**src/rtl/uart_rx_pkg.sv**
```systemverilog
// Shared UART receive definitions: FSM state encoding and default frame/oversampling
// parameters, common to the receiver, the baud generator and the transmitter.
package uart_rx_pkg;

    localparam int DEFAULT_DATA_BITS  = 8;
    localparam int DEFAULT_OVERSAMPLE = 16;

    typedef enum logic [1:0] {
        IDLE  = 2'd0,
        START = 2'd1,
        DATA  = 2'd2,
        STOP  = 2'd3
    } rx_state_t;

endpackage

```
**src/rtl/uart_rx_sync_2ff.sv**
```systemverilog
// Two-flop synchroniser for a single asynchronous input bit; both stages
// reset to RESET_VAL so an idle-high line does not look like a start bit after reset.
module sync_2ff #(
    parameter logic RESET_VAL = 1'b1
) (
    input  logic clk,
    input  logic reset,
    input  logic d,
    output logic q
);

    logic meta_r;
    logic sync_r;

    // Metastability chain: first stage may go metastable, second stage is used downstream
    always_ff @(posedge clk) begin
        if (reset) begin
            meta_r <= RESET_VAL;
            sync_r <= RESET_VAL;
        end else begin
            meta_r <= d;
            sync_r <= meta_r;
        end
    end

    assign q = sync_r;

endmodule

```
**src/rtl/uart_rx.sv**
```systemverilog
// UART receiver: synchronises rx, validates the start bit at its midpoint, samples
// LSB-first data at bit midpoints and reports each frame with a one-clock pulse.
module uart_rx
    import uart_rx_pkg::*;
#(
    parameter int DATA_BITS  = DEFAULT_DATA_BITS,
    parameter int OVERSAMPLE = DEFAULT_OVERSAMPLE
) (
    input  logic                 clk,
    input  logic                 reset,
    input  logic                 baud_tick,
    input  logic                 rx,
    output logic [DATA_BITS-1:0] rx_data,
    output logic                 rx_valid,
    output logic                 frame_err
);

    localparam int TW = $clog2(OVERSAMPLE);
    localparam int BW = $clog2(DATA_BITS + 1);

    localparam logic [TW-1:0] TICK_ZERO = {TW{1'b0}};
    localparam logic [TW-1:0] TICK_ONE  = TW'(1);
    localparam logic [TW-1:0] TICK_MID  = TW'(OVERSAMPLE / 2 - 1);
    localparam logic [TW-1:0] TICK_LAST = TW'(OVERSAMPLE - 1);
    localparam logic [BW-1:0] BIT_ZERO  = {BW{1'b0}};
    localparam logic [BW-1:0] BIT_ONE   = BW'(1);
    localparam logic [BW-1:0] BIT_LAST  = BW'(DATA_BITS - 1);

    logic                 rx_s;
    rx_state_t            state_r;
    rx_state_t            state_n;
    logic [TW-1:0]        tick_cnt_r;
    logic [TW-1:0]        tick_cnt_n;
    logic [BW-1:0]        bit_cnt_r;
    logic [BW-1:0]        bit_cnt_n;
    logic [DATA_BITS-1:0] shift_r;
    logic [DATA_BITS-1:0] shift_n;
    logic [DATA_BITS-1:0] data_r;
    logic [DATA_BITS-1:0] data_n;
    logic                 valid_r;
    logic                 valid_n;
    logic                 ferr_r;
    logic                 ferr_n;

    sync_2ff #(
        .RESET_VAL (1'b1)
    ) u_sync (
        .clk   (clk),
        .reset (reset),
        .d     (rx),
        .q     (rx_s)
    );

    // State, counters, shift register and output pulse registers
    always_ff @(posedge clk) begin
        if (reset) begin
            state_r    <= IDLE;
            tick_cnt_r <= TICK_ZERO;
            bit_cnt_r  <= BIT_ZERO;
            shift_r    <= {DATA_BITS{1'b0}};
            data_r     <= {DATA_BITS{1'b0}};
            valid_r    <= 1'b0;
            ferr_r     <= 1'b0;
        end else begin
            state_r    <= state_n;
            tick_cnt_r <= tick_cnt_n;
            bit_cnt_r  <= bit_cnt_n;
            shift_r    <= shift_n;
            data_r     <= data_n;
            valid_r    <= valid_n;
            ferr_r     <= ferr_n;
        end
    end

    // Next-state logic; everything holds between baud ticks, pulses default low
    always_comb begin
        state_n    = state_r;
        tick_cnt_n = tick_cnt_r;
        bit_cnt_n  = bit_cnt_r;
        shift_n    = shift_r;
        data_n     = data_r;
        valid_n    = 1'b0;
        ferr_n     = 1'b0;
        if (baud_tick) begin
            case (state_r)
                IDLE: begin
                    if (!rx_s) begin
                        state_n    = START;
                        tick_cnt_n = TICK_ZERO;
                    end else begin
                        state_n    = IDLE;
                    end
                end
                START: begin
                    if (tick_cnt_r == TICK_MID) begin
                        tick_cnt_n = TICK_ZERO;
                        bit_cnt_n  = BIT_ZERO;
                        // A start bit that is gone by its midpoint was only a glitch
                        if (!rx_s) begin
                            state_n = DATA;
                        end else begin
                            state_n = IDLE;
                        end
                    end else begin
                        tick_cnt_n = tick_cnt_r + TICK_ONE;
                    end
                end
                DATA: begin
                    if (tick_cnt_r == TICK_LAST) begin
                        shift_n    = {rx_s, shift_r[DATA_BITS-1:1]};
                        tick_cnt_n = TICK_ZERO;
                        bit_cnt_n  = bit_cnt_r + BIT_ONE;
                        if (bit_cnt_r == BIT_LAST) begin
                            state_n = STOP;
                        end else begin
                            state_n = DATA;
                        end
                    end else begin
                        tick_cnt_n = tick_cnt_r + TICK_ONE;
                    end
                end
                STOP: begin
                    if (tick_cnt_r == TICK_LAST) begin
                        // Leaving at mid stop bit lets a back-to-back start bit be caught
                        state_n    = IDLE;
                        tick_cnt_n = TICK_ZERO;
                        bit_cnt_n  = BIT_ZERO;
                        if (rx_s) begin
                            data_n  = shift_r;
                            valid_n = 1'b1;
                        end else begin
                            ferr_n  = 1'b1;
                        end
                    end else begin
                        tick_cnt_n = tick_cnt_r + TICK_ONE;
                    end
                end
                default: begin
                    state_n    = IDLE;
                    tick_cnt_n = TICK_ZERO;
                    bit_cnt_n  = BIT_ZERO;
                end
            endcase
        end else begin
            state_n = state_r;
        end
    end

    assign rx_data   = data_r;
    assign rx_valid  = valid_r;
    assign frame_err = ferr_r;

endmodule

```
**config.mk**
```make
export PLATFORM = sky130hd
export DESIGN_NAME = uart_rx
export DESIGN_NICKNAME = d
export VERILOG_FILES = /design/src/rtl/uart_rx_pkg.sv /design/src/rtl/uart_rx_sync_2ff.sv /design/src/rtl/uart_rx.sv
export SDC_FILE = /design/constraint.sdc
export NUM_CORES = 1
export LEC_CHECK = 0
export ABC_AREA = 1
export BUFFER_PORTS_ARGS = -buffer_cell sky130_fd_sc_hd__buf_2
export CAP_MARGIN = 20
export CORE_UTILIZATION = 41
export DETAILED_ROUTE_END_ITERATION = 16
export MAX_ROUTING_LAYER = met4
export PLACE_DENSITY = 0.6
export SYNTH_ARGS = -nofsm -noshare
export SYNTH_HDL_FRONTEND = slang
export SYNTH_SLANG_ARGS = --single-unit
```
**constraint.sdc**
```tcl
create_clock -name clk -period 1.3 [get_ports clk]
set_input_delay 0.325 -clock clk [delete_from_list [all_inputs] [get_ports clk]]
set_output_delay 0.325 -clock clk [all_outputs]
set_load 0.005 [all_outputs]
```
==> results of run 1 <==
where the power goes:
group / switching (W) / leakage (nW) / internal (W)
combinational: 0.0000499 / 0.444 / 0.0000280
clock: 0.000331 / 0.0343 / 0.000260
sequential: 0.00000405 / 0.244 / 0.000924
total: 0.000385 / 0.723 / 0.00121
synthesized netlist by cell type (2+ instances only):
cell / instances / area, um^2
nand2_2: 2 / 12.51
dfxtp_1: 30 / 600.6
nand2_1: 30 / 112.6
o21ai_0: 19 / 95.09
inv_2: 4 / 15.01
buf_4: 2 / 15.01
nand4_1: 3 / 18.77
nand3_1: 7 / 35.03
ha_1: 2 / 25.02
inv_1: 11 / 41.29
nor2_1: 44 / 165.2
o21ai_2: 2 / 17.52
or2_2: 2 / 12.51
a21oi_1: 11 / 55.05
area by class of cell:
type	instances	area (um^2)
clock inverters	2	12.51
clock buffers	6	51.30
inverters	16	70.07
flip-flops and latches	30	605.6
fillers	307	1433
multi-input cells	128	678.2
well taps	44	55.05
repair buffers	19	122.6
sequential cells by signal, summed over array words and instances, names as in the netlist, named ones only:
signal,flops
u_sync.meta_r,1
u_sync.q,1
shift_r,8
rx_data,8
tick_cnt_r,4
state_r,1
bit_cnt_r,4
rx_valid,1
frame_err,1
worst max-delay path, stage by stage, from the launching register on:
cell and delay [ns]:
dfxtp_2 0.36, ha_4 0.16, nand2_4 0.07, inv_6 0.08, nand3_4 0.11, nor2_8 0.17, inv_4 0.06, nor2_1 0.09
nor2_1 0.05
timing repair:
item,CTS,global route
gates cloned,1,0
setup endpoints to repair,8,24
pin swaps,1,4
gates resized for setup,1,20
through the flow:
step / util / setup TNS (ns) / worst slack [ns] / power (W)
after floorplan: - / 0 / 0.009560 / 0.001000
final: 0.5269 / 0 / 0.04634 / 0.001597
after detailed placement: 0.4855 / -0.07697 / -0.02262 / 0.001025
after global placement: 0.4855 / 0 / 0.01532 / 0.001025
after CTS: 0.5103 / 0 / 0.005604 / 0.001613
after global routing: 0.5269 / -0.1283 / -0.02243 / 0.001668
logic make-up (layout without fill, tap and decap cells):
group                      count (synthesis)  in the layout  share of synthesized area
AOI/OAI and AO/OA                         32             32                     0.1286
adders and majority gates                  2              2                    0.01919
buffers and inverters                     20             43                    0.06524
DFF                                       30             30                     0.4607
and+or+nand+nor                           93             94                     0.3263
metal layers:
metal,vias up,global-route usage,part of all wire
met2,22,0.2496,0.43
met5,-,-,0
met3,6,0.05055,0.035
met1,502,0.2365,0.52
met4,0,0.1156,0.021
li1,618,-,-
worst min path at each step:
| stage | cells after the start | slack [ns] | to | startpoint |
|---|---|---|---|---|
| 6_report | 2 | 0.18 | u_sync.meta_r$_SDFF_PP1_ | rx |
| 5_1_grt | 2 | 0.16 | u_sync.meta_r$_SDFF_PP1_ | rx |
| 4_1_cts | 2 | 0.16 | u_sync.meta_r$_SDFF_PP1_ | rx |
| 3_5_place_dp | 1 | 0.40 | u_sync.q$_SDFF_PP1_ | u_sync.meta_r$_SDFF_PP1_ |
| 3_3_place_gp | 1 | 0.39 | u_sync.q$_SDFF_PP1_ | u_sync.meta_r$_SDFF_PP1_ |
| 2_1_floorplan | 1 | 0.39 | u_sync.q$_SDFF_PP1_ | u_sync.meta_r$_SDFF_PP1_ |
==> out/qor.yml, run 1 <==
worst_pin_slew_ns: 0.3142
hpwl_um: 1778
ys_seq_elements: 30
synth_cells: 177
worstPathArrival_ns: 1.48
start_kind: "flop"
cts_root_buf: "clkbuf_4"
r2r_end: "shift_r[1]$_SDFFE_PP0P_"
ff2ff_setup_slack_ns: 0.05
path_clk_slew_ns: 0.10
drtPass1Iterations: 4
p_per_area_nw_per_um2: 1001
clockBufferDepth: 2
slew_headroom: 0.7897
placed_area_um2: 1470
grt_max_degree: 20
async_reset_ff_frac: 0
h-tree-depth: 2
area_growth_pct: 22.36
drt_iter0_drc: 45
synth_nets: 183
synth_edf_count: 0
grt_setup_unrepaired: "yes"
fin_skew_ns: 0.004844
peakVddDrop_v: 0.0006254
worst_hold_slack_ns: 0.1753
io_pins: 14
cp-end-kind: "flop"
grt_pass1_wl_um: 4471
post_cts_buffers: 0
syn_area_per_cell_um2: 7.366
yosysSeqAreaShare: 0.4607
numCtsBuffers: 5
hold_buffers: 0
fmax_mhz: 797.7
hold_violations: 0
nets: 206
antenna_cells: 0
io_buffer_count: 13
die-area_um2: 3409
stdcell_count: 245
status: "complete, no violations"
slew_violations: 0
rows: 20
wl_per_cell_um: 10.42
antenna_found_initial: 0
antenna_left: 0
worstSetupPathType: "reg2reg"
mostFrequentLayoutCell: "nor2_1"
hold_class: "in2reg"
via_per_inst: 4.686
die_width_um: 58.39
required_ns: 1.53
clock-sinks: 30
drive_gt1_frac: 0.2786
grt_pass1_vias: 1034
ys_types: 22
rr_worst_depth: 8
design.core.area_um2: 3028
clock_latency_ns: 0.33
synth-main-ff-cell: "dfxtp_1"
regToRegStartpoint: "tick_cnt_r[1]$_SDFFE_PP0P_"
p_leak_nw: 0.7226
drv_cap: 0
initial_core_util: 0.4306
final_cell_area_um2: 1595
period_share: 0.9644
synthesis.area_um2: 1304
cp_max_fo: 7
post-route-drc-count: 0
cts_tree: "built"
num_vias: 1148
die_h_um: 58.39
yosysWarnings: 0
final-setup-viol-count: 0
grt.overflow.total: 0
wirelength_um: 2552
final_cell_mix: "nor2_1 (42), nand2_1 (27), dfxtp_1 (26)"
min_period_ns: 1.254
grtUsageTotal: 0.1826
dp.cells: 236
crit_start: "tick_cnt_r[1]$_SDFFE_PP0P_"
place_congestion: 0.7935
endpoint: "shift_r[1]$_SDFFE_PP0P_"
Power figures use the tool's default switching activity.
==> run 2: changes to the inputs <==
--- a/config.mk
+++ b/config.mk
@@ -8,10 +8,11 @@
 export ABC_AREA = 1
 export BUFFER_PORTS_ARGS = -buffer_cell sky130_fd_sc_hd__buf_2
 export CAP_MARGIN = 20
-export CORE_UTILIZATION = 41
+export CORE_UTILIZATION = 50
 export DETAILED_ROUTE_END_ITERATION = 16
 export MAX_ROUTING_LAYER = met4
-export PLACE_DENSITY = 0.6
+export PLACE_DENSITY = 0.71
+export SLEW_MARGIN = 20
 export SYNTH_ARGS = -nofsm -noshare
 export SYNTH_HDL_FRONTEND = slang
 export SYNTH_SLANG_ARGS = --single-unit
==> out/qor.yml, run 2 (synthesized netlist as in run 1, its figures left out) <==
fmax_mhz: 774.0  # -3.0%
cp_max_fo: 2  # -5
cp-end-kind: "flop"
regToRegStartpoint: "tick_cnt_r[1]$_SDFFE_PP0P_"
worst_hold_path.endpoint: "u_sync.meta_r$_SDFF_PP1_"
io_pins: 14  # unchanged
clock_latency_ns: 0.33  # about the same
die_h_um: 53.07  # -9.1%
wl_per_cell_um: 11.77  # +13%
path_delay_family: "flip-flops"
p_per_area_nw_per_um2: 972.8  # -2.8%
r2r_end: "bit_cnt_r[1]$_SDFFE_PP0P_"
antenna_left: 0  # unchanged
p_sw_frac: 0.2392  # -0.001798
wirelength_um: 2767  # +8.4%
hold_violations: 0  # unchanged
worstPathArrival_ns: 1.56  # +0.08 ns
internal_power_w: 0.001212  # about the same
combinationalPowerShare: 0.051  # +0.002
post-route-drc-count: 0  # unchanged
numCtsBuffers: 5  # unchanged
clock_power_share: 0.366  # -0.004
grt_max_degree: 20  # unchanged
min_period_ns: 1.292  # +0.03834 ns
peakVddDrop_v: 0.0009770  # +56%
worstSetupPathType: "reg2reg"
worst_slack_ns: 0.007995  # -0.03834 ns
mostFrequentLayoutCell: "nor2_1"
drt_iter0_drc: 19  # -58%
dp.cells: 223  # -5.5%
drtPass1Iterations: 4  # unchanged
grtUsageTotal: 0.2273  # +0.04470
clockBufferDepth: 2  # unchanged
die-area_um2: 2816  # -17%
rr_worst_depth: 6  # -2
area_growth_pct: 25.62
die_width_um: 53.07  # -9.1%
placed_area_um2: 1460  # -0.68%
slew_violations: 0  # unchanged
cp_slowest_cell: "dfxtp_2"
via_per_inst: 5.111  # +9.1%
initial_core_util: 0.5263  # +0.09568
p_leak_nw: 0.7594  # +5.1%
slew_headroom: 0.7740  # -0.01570
num_vias: 1201  # +4.6%
grt.overflow.total: 0  # unchanged
hpwl_um: 1879  # +5.6%
grt_pass1_vias: 1026  # -0.77%
hold_class: "in2reg"
path_cells: "ha_4, buf_6, nand4_1, a21oi_2, nand2_1, a21oi_2"
power.switching_w: 0.0003812  # -0.95%
io_buffer_count: 13  # unchanged
final-setup-viol-count: 0  # unchanged
rows: 18  # -10%
fin_skew_ns: 0.007924  # +0.003080 ns
hold_buffers: 0  # unchanged
final_util: 0.6611  # +0.1343
hold_depth: 2  # unchanged
final_cell_area_um2: 1638  # +2.7%
design.core.area_um2: 2477  # -18%
crit_top_cell: "a21oi_2"
final_cell_mix: "nor2_1 (43), dfxtp_1 (27), nand2_1 (24)"
required_ns: 1.57  # +0.04 ns
antenna_found_initial: 0  # unchanged
grt_pass1_wl_um: 4326  # -3.2%
status: "complete, no violations"
min-delay-start: "rx"
clock-sinks: 30  # unchanged
cts_root_buf: "clkbuf_4"
path_clk_slew_ns: 0.09  # about the same
nets: 210  # +1.9%
post-place-ws_ns: -0.03422  # -0.01160 ns
critPathBufInv: 1  # -1
grt_setup_unrepaired: "yes"
worst_pin_slew_ns: 0.3385  # +0.02425 ns
period_share: 0.9938  # +0.02949
drive_gt1_frac: 0.3171  # +0.03847
cts_tree: "built"
antenna_cells: 0  # unchanged
critPathMaxStageDelay_ns: 0.37  # about the same
start_kind: "flop"
stdcell_count: 235  # -4.1%
ff2ff_setup_slack_ns: 0.008  # -0.04 ns
place_congestion: 0.7772  # -2.1%
pwr-share-seq: 0.583  # +0.002
drv_cap: 0  # unchanged
h-tree-depth: 2  # unchanged
run 2: changes by cell type in the layout (fill, tap and decap cells not counted), sizes merged:
cell    delta
buf        +5
clkinv     +1
inv        -1
nor2       -1
run 2: how the worst max path moves through the flow:
stage,slack (ns),cells past startpoint,end,start
4_1_cts,0.008,8,shift_r[6]$_SDFFE_PP0P_,tick_cnt_r[0]$_SDFFE_PP0P_
6_report,0.008,6,bit_cnt_r[1]$_SDFFE_PP0P_,tick_cnt_r[1]$_SDFFE_PP0P_
2_1_floorplan,0.01,8,shift_r[6]$_SDFFE_PP0P_,tick_cnt_r[0]$_SDFFE_PP0P_
5_1_grt,-0.04,6,bit_cnt_r[1]$_SDFFE_PP0P_,tick_cnt_r[1]$_SDFFE_PP0P_
3_3_place_gp,0.02,8,shift_r[5]$_SDFFE_PP0P_,tick_cnt_r[0]$_SDFFE_PP0P_
3_5_place_dp,-0.03,8,shift_r[6]$_SDFFE_PP0P_,tick_cnt_r[0]$_SDFFE_PP0P_
run 2: power groups by stage:
stage,clock (W),sequential [W],combinational (W)
5_1_grt,0.000637,0.000930,0.0000935
6_report,0.000583,0.000929,0.0000812
3_5_place_dp,0,0.000950,0.0000750
2_1_floorplan,0,0.000949,0.0000513
3_3_place_gp,0,0.000949,0.0000742
4_1_cts,0.000601,0.000929,0.0000759
run 2: layout make-up:
type,count,area [um^2]
inverters,16,67.56
clock buffers,6,51.30
fillers,234,839.6
well taps,30,37.54
flip-flops and latches,30,604.3
multi-input cells,127,693.2
clock inverters,2,12.51
repair buffers,24,171.4
run 2: repair_timing:
| action | CTS | global route |
|---|---|---|
| cloned | 0 | 0 |
| setup endpoints to repair | 15 | 25 |
| resized for setup | 5 | 27 |
| pin swaps | 3 | 9 |
| setup buffers | 0 | 4 |
run 2: through the flow:
step           TNS (ns)  total power (W)  hold WS, ns
2_1_floorplan         0         0.001000       0.3895
3_3_place_gp          0         0.001024       0.3901
3_5_place_dp    -0.2323         0.001025       0.4118
4_1_cts               0         0.001606       0.1555
5_1_grt         -0.3008         0.001660       0.1690
6_report              0         0.001593       0.1678
run 2: layer usage:
metal	vias up	routed length (um)	global-route usage
li1	630	-	-
met1	546	1300	0.2794
met2	20	1282	0.3249
met4	0	64	0.1491
met3	5	118	0.06034
met5	-	0	-
